$ cat src/rtl/xadc_drp_pkg.sv
// rtl/xadc_drp_pkg.sv - shared types and constants for the XADC DRP read arbiter
package xadc_drp_pkg;

   // Read sequencer states: one DRP read in flight at a time.
   typedef enum logic [1:0] {
      ST_IDLE  = 2'd0,
      ST_ISSUE = 2'd1,
      ST_WAIT  = 2'd2,
      ST_RESP  = 2'd3
   } drp_state_t;

   // Commonly used XADC DRP register addresses.
   localparam logic [6:0] ADDR_TEMP   = 7'h00;
   localparam logic [6:0] ADDR_VCCINT = 7'h01;
   localparam logic [6:0] ADDR_VAUX5  = 7'h15;

   // XADC conversion results are left-justified: the 12-bit sample is do[15:4].
   function automatic logic [11:0] xadc_sample12(input logic [15:0] drp_word);
      return drp_word[15:4];
   endfunction

endpackage

$ cat src/rtl/rr_arbiter.sv
// rtl/rr_arbiter.sv - combinational round-robin pick of one requester
//
// Ports:
//   req     in   NUM_REQ  request vector
//   ptr     in   PTR_W    highest-priority requester for this pick
//   gnt     out  NUM_REQ  one-hot grant (all zero when no request)
//   any_req out  1        at least one request is pending
module rr_arbiter #(
   parameter int NUM_REQ = 4,
   parameter int PTR_W   = $clog2(NUM_REQ)
) (
   input  logic [NUM_REQ-1:0] req,
   input  logic [PTR_W-1:0]   ptr,
   output logic [NUM_REQ-1:0] gnt,
   output logic               any_req
);

   logic [PTR_W:0] pos;
   logic           found;

   // Walk from ptr upward with wrap; the first request hit wins.
   always_comb begin
      gnt   = '0;
      found = 1'b0;
      pos   = '0;
      for (int off = 0; off < NUM_REQ; off++) begin
         pos = {1'b0, ptr} + (PTR_W+1)'(off);
         if (pos >= (PTR_W+1)'(NUM_REQ)) begin
            pos = pos - (PTR_W+1)'(NUM_REQ);
         end
         if (!found && req[pos[PTR_W-1:0]]) begin
            gnt[pos[PTR_W-1:0]] = 1'b1;
            found               = 1'b1;
         end
      end
   end

   assign any_req = |req;

endmodule

$ cat src/rtl/xadc_drp_arbiter.sv
// rtl/xadc_drp_arbiter.sv - round-robin sharing of the XADC DRP read port
//
// Ports:
//   clk, reset        clock (also XADC dclk_in), async active-high reset
//   req, req_addr     per-requester level request and packed DRP address
//   rsp_valid         one-cycle completion pulse to the served requester
//   rsp_data          read data (0 on timeout), held until the next response
//   rsp_timeout       response was abandoned for lack of drdy
//   drp_den/daddr/dwe DRP control towards the XADC (read only, dwe=0)
//   drp_do, drp_drdy  DRP read data and ready from the XADC
//   eoc_in            XADC end-of-conversion
//   busy              sequencer not idle
//   timeout_count     saturating count of abandoned reads
module xadc_drp_arbiter
   import xadc_drp_pkg::*;
#(
   parameter int NUM_REQ     = 4,
   parameter int ADDR_W      = 7,
   parameter int DATA_W      = 16,
   parameter int TIMEOUT_CYC = 255,
   parameter int WAIT_EOC    = 1
) (
   input  logic                      clk,
   input  logic                      reset,
   input  logic [NUM_REQ-1:0]        req,
   input  logic [NUM_REQ*ADDR_W-1:0] req_addr,
   output logic [NUM_REQ-1:0]        rsp_valid,
   output logic [DATA_W-1:0]         rsp_data,
   output logic                      rsp_timeout,
   output logic                      drp_den,
   output logic [ADDR_W-1:0]         drp_daddr,
   output logic                      drp_dwe,
   input  logic [DATA_W-1:0]         drp_do,
   input  logic                      drp_drdy,
   input  logic                      eoc_in,
   output logic                      busy,
   output logic [7:0]                timeout_count
);

   localparam int         PTR_W    = $clog2(NUM_REQ);
   localparam logic [7:0] TMO_LAST = 8'(TIMEOUT_CYC - 1);

   drp_state_t           state_q, state_d;
   logic [PTR_W-1:0]     idx_q, idx_d;
   logic [PTR_W-1:0]     rr_q, rr_d;
   logic                 eoc_pending_q, eoc_pending_d;
   logic [7:0]           wait_cnt_q, wait_cnt_d;
   logic                 den_q, den_d;
   logic [ADDR_W-1:0]    daddr_q, daddr_d;
   logic [NUM_REQ-1:0]   rsp_valid_q, rsp_valid_d;
   logic [DATA_W-1:0]    rsp_data_q, rsp_data_d;
   logic                 rsp_timeout_q, rsp_timeout_d;
   logic                 busy_q, busy_d;
   logic [7:0]           tmo_cnt_q, tmo_cnt_d;

   logic [NUM_REQ-1:0]   gnt;
   logic                 any_req;
   logic [PTR_W-1:0]     gnt_idx;
   logic [ADDR_W-1:0]    gnt_addr;
   logic                 eoc_ok;

   rr_arbiter #(
      .NUM_REQ (NUM_REQ),
      .PTR_W   (PTR_W)
   ) u_rr (
      .req     (req),
      .ptr     (rr_q),
      .gnt     (gnt),
      .any_req (any_req)
   );

   always_comb begin
      gnt_idx  = '0;
      gnt_addr = '0;
      for (int i = 0; i < NUM_REQ; i++) begin
         if (gnt[i]) begin
            gnt_idx  = PTR_W'(i);
            gnt_addr = req_addr[i*ADDR_W +: ADDR_W];
         end
      end
   end

   // A live eoc_in counts as fresh so the grant needs no extra cycle.
   assign eoc_ok = (WAIT_EOC == 0) || eoc_pending_q || eoc_in;

   always_comb begin
      state_d       = state_q;
      idx_d         = idx_q;
      rr_d          = rr_q;
      wait_cnt_d    = wait_cnt_q;
      den_d         = 1'b0;
      daddr_d       = daddr_q;
      rsp_valid_d   = '0;
      rsp_data_d    = rsp_data_q;
      rsp_timeout_d = rsp_timeout_q;
      tmo_cnt_d     = tmo_cnt_q;

      // Set after clear so an EOC arriving during ISSUE is kept.
      eoc_pending_d = eoc_pending_q;
      if (state_q == ST_ISSUE) begin
         eoc_pending_d = 1'b0;
      end
      if (eoc_in) begin
         eoc_pending_d = 1'b1;
      end

      case (state_q)
         ST_IDLE: begin
            if (any_req && eoc_ok) begin
               idx_d   = gnt_idx;
               daddr_d = gnt_addr;
               den_d   = 1'b1;
               state_d = ST_ISSUE;
            end
         end
         ST_ISSUE: begin
            wait_cnt_d = '0;
            state_d    = ST_WAIT;
         end
         ST_WAIT: begin
            if (drp_drdy) begin
               rsp_data_d         = drp_do;
               rsp_timeout_d      = 1'b0;
               rsp_valid_d[idx_q] = 1'b1;
               state_d            = ST_RESP;
            end else if (wait_cnt_q == TMO_LAST) begin
               rsp_data_d         = '0;
               rsp_timeout_d      = 1'b1;
               rsp_valid_d[idx_q] = 1'b1;
               if (tmo_cnt_q != 8'hFF) begin
                  tmo_cnt_d = tmo_cnt_q + 8'd1;
               end
               state_d            = ST_RESP;
            end else begin
               wait_cnt_d = wait_cnt_q + 8'd1;
            end
         end
         ST_RESP: begin
            rr_d    = (idx_q == PTR_W'(NUM_REQ - 1)) ? '0 : idx_q + 1'b1;
            state_d = ST_IDLE;
         end
         default: state_d = ST_IDLE;
      endcase

      busy_d = (state_d != ST_IDLE);
   end

   always_ff @(posedge clk or posedge reset) begin
      if (reset) begin
         state_q       <= ST_IDLE;
         idx_q         <= '0;
         rr_q          <= '0;
         eoc_pending_q <= 1'b0;
         wait_cnt_q    <= '0;
         den_q         <= 1'b0;
         daddr_q       <= '0;
         rsp_valid_q   <= '0;
         rsp_data_q    <= '0;
         rsp_timeout_q <= 1'b0;
         busy_q        <= 1'b0;
         tmo_cnt_q     <= '0;
      end else begin
         state_q       <= state_d;
         idx_q         <= idx_d;
         rr_q          <= rr_d;
         eoc_pending_q <= eoc_pending_d;
         wait_cnt_q    <= wait_cnt_d;
         den_q         <= den_d;
         daddr_q       <= daddr_d;
         rsp_valid_q   <= rsp_valid_d;
         rsp_data_q    <= rsp_data_d;
         rsp_timeout_q <= rsp_timeout_d;
         busy_q        <= busy_d;
         tmo_cnt_q     <= tmo_cnt_d;
      end
   end

   assign rsp_valid     = rsp_valid_q;
   assign rsp_data      = rsp_data_q;
   assign rsp_timeout   = rsp_timeout_q;
   assign drp_den       = den_q;
   assign drp_daddr     = daddr_q;
   assign drp_dwe       = 1'b0;
   assign busy          = busy_q;
   assign timeout_count = tmo_cnt_q;

endmodule

$ cat config.mk
export PLATFORM = sky130hd
export DESIGN_NAME = xadc_drp_arbiter
export DESIGN_NICKNAME = d
export VERILOG_FILES = /design/src/rtl/xadc_drp_pkg.sv /design/src/rtl/rr_arbiter.sv /design/src/rtl/xadc_drp_arbiter.sv
export SDC_FILE = /design/constraint.sdc
export NUM_CORES = 1
export LEC_CHECK = 0
export BUFFER_PORTS_ARGS = -buffer_cell sky130_fd_sc_hd__buf_2
export CELL_PAD_IN_SITES_DETAIL_PLACEMENT = 1
export CELL_PAD_IN_SITES_GLOBAL_PLACEMENT = 2
export CORE_ASPECT_RATIO = 1.75
export CORE_MARGIN = 1.5
export CORE_UTILIZATION = 28
export CTS_BUF_LIST = sky130_fd_sc_hd__clkbuf_16
export DETAILED_ROUTE_END_ITERATION = 8
export PLACE_DENSITY = 0.75
export SYNTH_ARGS = -nofsm -noshare
export SYNTH_HDL_FRONTEND = slang
export SYNTH_SLANG_ARGS = --single-unit
$ cat constraint.sdc
create_clock -name clk -period 2.8 [get_ports clk]
set_clock_uncertainty 0.15 [all_clocks]
set_input_delay 0.28 -clock clk [delete_from_list [all_inputs] [get_ports clk]]
set_output_delay 0.28 -clock clk [all_outputs]
set_load 0.01 [all_outputs]
; Word-level counts from Yosys, hierarchy flattened
; Cells that the tools add are included.
[word_totals]
reg_bits = 53
in_bits = 52
output_inout_bits = 39
elab_cells = 126
[op_classes]
addsub = 10
n_lt_le_gt_ge = 14
eq_ne = 8
mux = 55
bitwise_logic = 4
reduce_logical = 23
[ops]
columns = cell, count
row1 = $mux W16, 2
row2 = $mux W4, 7
row3 = $mux W7, 4
row4 = $mux W2, 10
row5 = $mux W1, 19
row6 = $add A8 B1 Y8 const B, 2
row7 = $mux W8, 2
row8 = $pmux W8 S2, 1
row9 = $lt A2 B3 Y1 const B, 5
row10 = $or A4 B4 Y4, 3
row11 = $demux W1 S2, 5
row12 = $ge A2 B1 Y1 const B, 5
row13 = $ge A3 B3 Y1 const B, 3
row14 = $logic_and A1 B1 Y1, 9
row15 = $bmux W1 S2, 4
row16 = $eq A8 B8 Y1 const B, 1
row17 = $ne A8 B8 Y1 const B, 1
row18 = $pmux W2 S4, 1
row19 = $reduce_bool A2 Y1, 4
row20 = $sub A2 B1 Y2 const B, 4
row21 = $add A2 B2 Y3 const B, 2
row22 = $eq A2 B2 Y1 const B, 3
row23 = $ne A2 B2 Y1 const B, 2
row24 = $reduce_and A2 Y1, 2
row25 = other kinds (11), 13

; Depth between registers and ports, before layout
[logic_depth]
word_depth = 18
depth_mapped = 10
depth_no_buf = 8

; By module
; From an unflattened synthesis, not the netlist that was laid out.
[hier_totals]
hier_cells = 247
area_unflattened_um2 = 2820.2
[by_module_without_submodules]
columns = mod, instances, cells_per_inst, area_each_um2, seq_area_each_um2
row1 = xadc_drp_arbiter, 1, 216, 2509.9, 1326.3
row2 = rr_arbiter, 1, 31, 310.3, 0.0

; Worst setup path before layout
; No wires, ideal clock.
[synth_path]
path_type = reg2reg
from = register rr_q[0]
to = register daddr_q[1], in the netlist drp_daddr[1]
setup_time_ns = 0.126
arrival_time_ns = 2.634
t_required_ns = 2.524
setup_slack_ns = -0.110
path_stages_with_launch = 11
path_buffers = 2
synth_period_minus_slack_ns = 2.910
path_cell_list = dfrtp_1 inv_1 ha_1 mux4_2 a21oi_1 a21oi_1 a221o_1 buf_6 buf_2 a221o_1 a221o_1
[synth_via]
elab_chain_cells = 18
word_cells_on_any_way = 63
classes_between = 7 x add/sub / 12 x order compare / 31 x mux / 3 x bitwise / 10 x reduce/logical
[synth_rtl]
columns = element, line_no
row1 = "start, declared", xadc_drp_arbiter.sv:45  ; logic [PTR_W-1:0] rr_q, rr_d;
row2 = "start signal, assigned", xadc_drp_arbiter.sv:165  ; rr_q <= rr_d;
row3 = branches (longest 13 deep; another with $add A2 B1 Y3), n/a
row4 = $mux W4 (*), rr_arbiter.sv:31  ; if (!found && req[pos[PTR_W-1:0]]) begin
row5 = $mux W7 (3 in series), xadc_drp_arbiter.sv:76  ; if (gnt[i]) begin
row6 = $mux W7 (*), xadc_drp_arbiter.sv:76
row7 = "end signal, assigned", xadc_drp_arbiter.sv:169  ; daddr_q <= daddr_d;
row8 = "end, declared", xadc_drp_arbiter.sv:49  ; logic [ADDR_W-1:0] daddr_q, daddr_d;
; Mark *: on every way between the ends. The select of a mux whose other input is x is not followed.
; A chain may end at the register's enable or synchronous reset.

; Final worst setup path
[layout_path]
from = register rr_q[1]
to = register daddr_q[3], in the netlist drp_daddr[3]
; The elaborated chain is that of the path after synthesis.

==> flow_summary.json <==
{
  "status": "completed",
  "instances_no_fill": 478,
  "arrival_ps": 2810,
  "fill_cells": 1129,
  "p_switching_mw": 1.438,
  "grt_overflow": 0,
  "setup_violations": 0,
  "worstMarginPinSlew_ps": 704.7,
  "syn_area_per_cell_um2": 10.90,
  "antenna_found_initial": 0,
  "setup_slack_ps": 12.62,
  "yosys_warnings": 0,
  "seq_area_frac_synth_pct": 47.53,
  "drtAntennaViolNets": 0,
  "drt-total-wl_um": 7609,
  "first_iter_violations": 63,
  "die_w_um": 78.46,
  "synth_edf_count": 0,
  "synthTopCellsByArea": "dfrtp_1 (48%), ha_1 (8.5%), a221o_1 (5.4%)",
  "period_share_pct": 99.55,
  "cts-buffers-inserted": 5,
  "critPathMostFrequentCell": "a221o_1",
  "final_nets": 423,
  "min_period_ps": 2787,
  "path_cells": "inv_2 -> ha_4 -> mux4_2 -> nor4b_4 -> a22o_1 -> buf_4 -> a211oi_4 -> a221o_1 -> a221o_1",
  "netlist.top_cell.by_area": "dfrtp_1",
  "netlist_area_mm2": 0.002790,
  "critical_path_class": "reg -> reg",
  "synthToLayoutAreaGrowth_pct": 30.76,
  "dp_hpwl_um": 5895,
  "die_h_um": 135.1,
  "grt_start_max_net_pins": 44,
  "p_seq_share_pct": 31.0,
  "dr.pass1.iters": 4,
  "numPortBuffers": 89,
  "fmax_mhz": 358.8,
  "dp.cells": 467,
  "rsz0062_at_grt": "yes",
  "end_kind": "register",
  "vias": 2318,
  "path_max_fanout": 8,
  "grt_pass1_wl_um": 11990,
  "grt_usage_pct": 14.93,
  "power_leakage_nw": 1.830,
  "synth-main-ff-cell": "dfrtp_1",
  "relSlewSlack_pct": 53.02,
  "crit_slowest_cell": "dfrtp_1",
  "synth_seq_cells": 53,
  "num_rows": 48,
  "p_int_mw": 2.349,
  "pin_count": 91,
  "clk_latency_ps": 300,
  "synth.most_common_cell": "dfrtp_1",
  "cts_tree": "built",
  "crit_required_ps": 2820,
  "gp_congestion": 0.7926,
  "vias_per_cell": 4.849,
  "core-area_mm2": 0.009789,
  "grt_pass1_vias": 2472,
  "cts_max_level": 2,
  "critPathMaxStageDelay_ps": 420,
  "clkPwrFrac_pct": 18.2,
  "critPathLaunchType": "register",
  "drive_above_1_share_pct": 34.56,
  "clock_path_buffers": 2,
  "ir_worst_vdd_v": 0.0004160,
  "cts.sinks": 53,
  "timing.max_cap.violations": 0,
  "hold_path.class": "in -> reg",
  "drc": 0,
  "path_clk_slew_ps": 70,
  "power.density_mw_per_mm2": 1038,
  "hold_violations": 0,
  "cts.root.buffer_cell": "clkbuf_16",
  "synth_cells": 256,
  "synth_top_area_share_pct": 47.53,
  "p_sw_share_pct": 37.97,
  "ys_top_cells_by_count": "dfrtp_1 (53), inv_1 (26), ha_1 (19), nor2_1 (18), a22o_1 (17)",
  "power.share.combinational_pct": 50.8,
  "setup-tns-final_ps": 0,
  "initial_utilization_pct": 28.50,
  "pre_cts_ws_ps": -89.27,
  "hold_ws_ps": 22.27,
  "wl_per_cell_um": 15.92,
  "synthArstFlopShare_pct": 100.0,
  "dieArea_mm2": 0.01060,
  "syn-num-nets": 327,
  "ys_types": 39,
  "diodes": 0,
  "maxSlewViolCount": 0
}
[worst max-delay path, delay by kind of cell, from the launching register on]
kind	cells	cell delay, ps
simple gates	1	330
compound gates	4	890
buf+inv	2	200
fa+ha+maj	1	270
mux	1	390
flops	1	420
[kinds of logic after synthesis]
family          after synthesis  synth area share (%)
buf+inv                      37                 5.829
fa+ha+maj                    19                 8.520
compound gates               65                 17.62
flops                        53                 47.53
mux                           5                 3.632
other cells                   1                0.1344
xor+xnor                     12                 3.767
simple gates                 64                 12.96
[power by group through the flow]
stage | sequential, mW | clock [mW] | combinational, mW
after floorplan | 1.27 | 0 | 1.16
after global placement | 1.18 | 0 | 1.81
after detailed placement | 1.19 | 0 | 1.85
after CTS | 1.18 | 0.708 | 1.95
after global routing | 1.21 | 0.740 | 2.12
final | 1.17 | 0.688 | 1.92
[area by class of cell]
class	count	area, um^2	share of cell area, %
sequential	53	1328	36.39
multi-input combinational	166	1336	36.63
timing repair buffer	100	568.0	15.57
clock inverter	3	37.54	1.029
inverter	26	97.59	2.675
tap	125	156.4	4.287
clock buffer	5	125.1	3.429
[layout by cell type, fill, tap and decap left out, types with 9 or more instances in the layout]
| master | count |
|---|---|
| buf_2 | 89 |
| inv_1 | 24 |
| a221o_1 | 15 |
| dfrtp_1 | 52 |
| ha_1 | 18 |
| nand2_1 | 10 |
| nor2_1 | 18 |
| a22o_1 | 17 |
| nand3_1 | 9 |
| o21ai_0 | 10 |
| a21oi_1 | 14 |
[per-layer routing]
metal,track usage (%),vias up,share of wire [%]
met3,2.365,12,3.1
met2,29.66,54,59
met4,7.937,0,3.4
met5,0,-,0
met1,14.15,1155,35
li1,-,1097,-
[final timing paths]
path,from,endpoint,slack (ps),depth (start not counted)
worst max-delay path,rr_q[1],drp_daddr[3],10,9
max in group asynchronous,reset,rr_q[0],1680,4
min in group asynchronous,reset,rsp_data[2],300,3
worst max register to register,rr_q[1],drp_daddr[3],10,9
worst min-delay path,eoc_in,eoc_pending_q,20,2
worst min register to register,eoc_pending_q,eoc_pending_q,340,1
[flip-flops by register name (all words and copies together), names as in the netlist, 2 cells and up]
| name | cells |
|---|---|
| rsp_data | 16 |
| timeout_count | 8 |
| wait_cnt_q | 8 |
| drp_daddr | 7 |
| rsp_valid | 4 |
| idx_q | 2 |
| rr_q | 2 |
| state_q | 2 |
[what timing repair did]
action / in CTS / in global routing
pin swaps: 3 / 2
hold buffers: 1 / 0
buffers inserted: 2 / 0
gates cloned: 0 / 0
hold endpoints to repair: 10 / 0
setup endpoints to repair: 7 / 7
resized for setup: 4 / 2
[per-stage QoR]
stage               power, mW  utilization, %  cell area (um^2)
floorplan               2.435               -              2791
global placement        2.983           34.99              3426
detailed placement      3.042           34.99              3426
CTS                     3.831           37.21              3642
global route            4.072           37.27              3649
finish                  3.787           37.27              3649
Note: power is estimated with default switching activity, not from simulation.
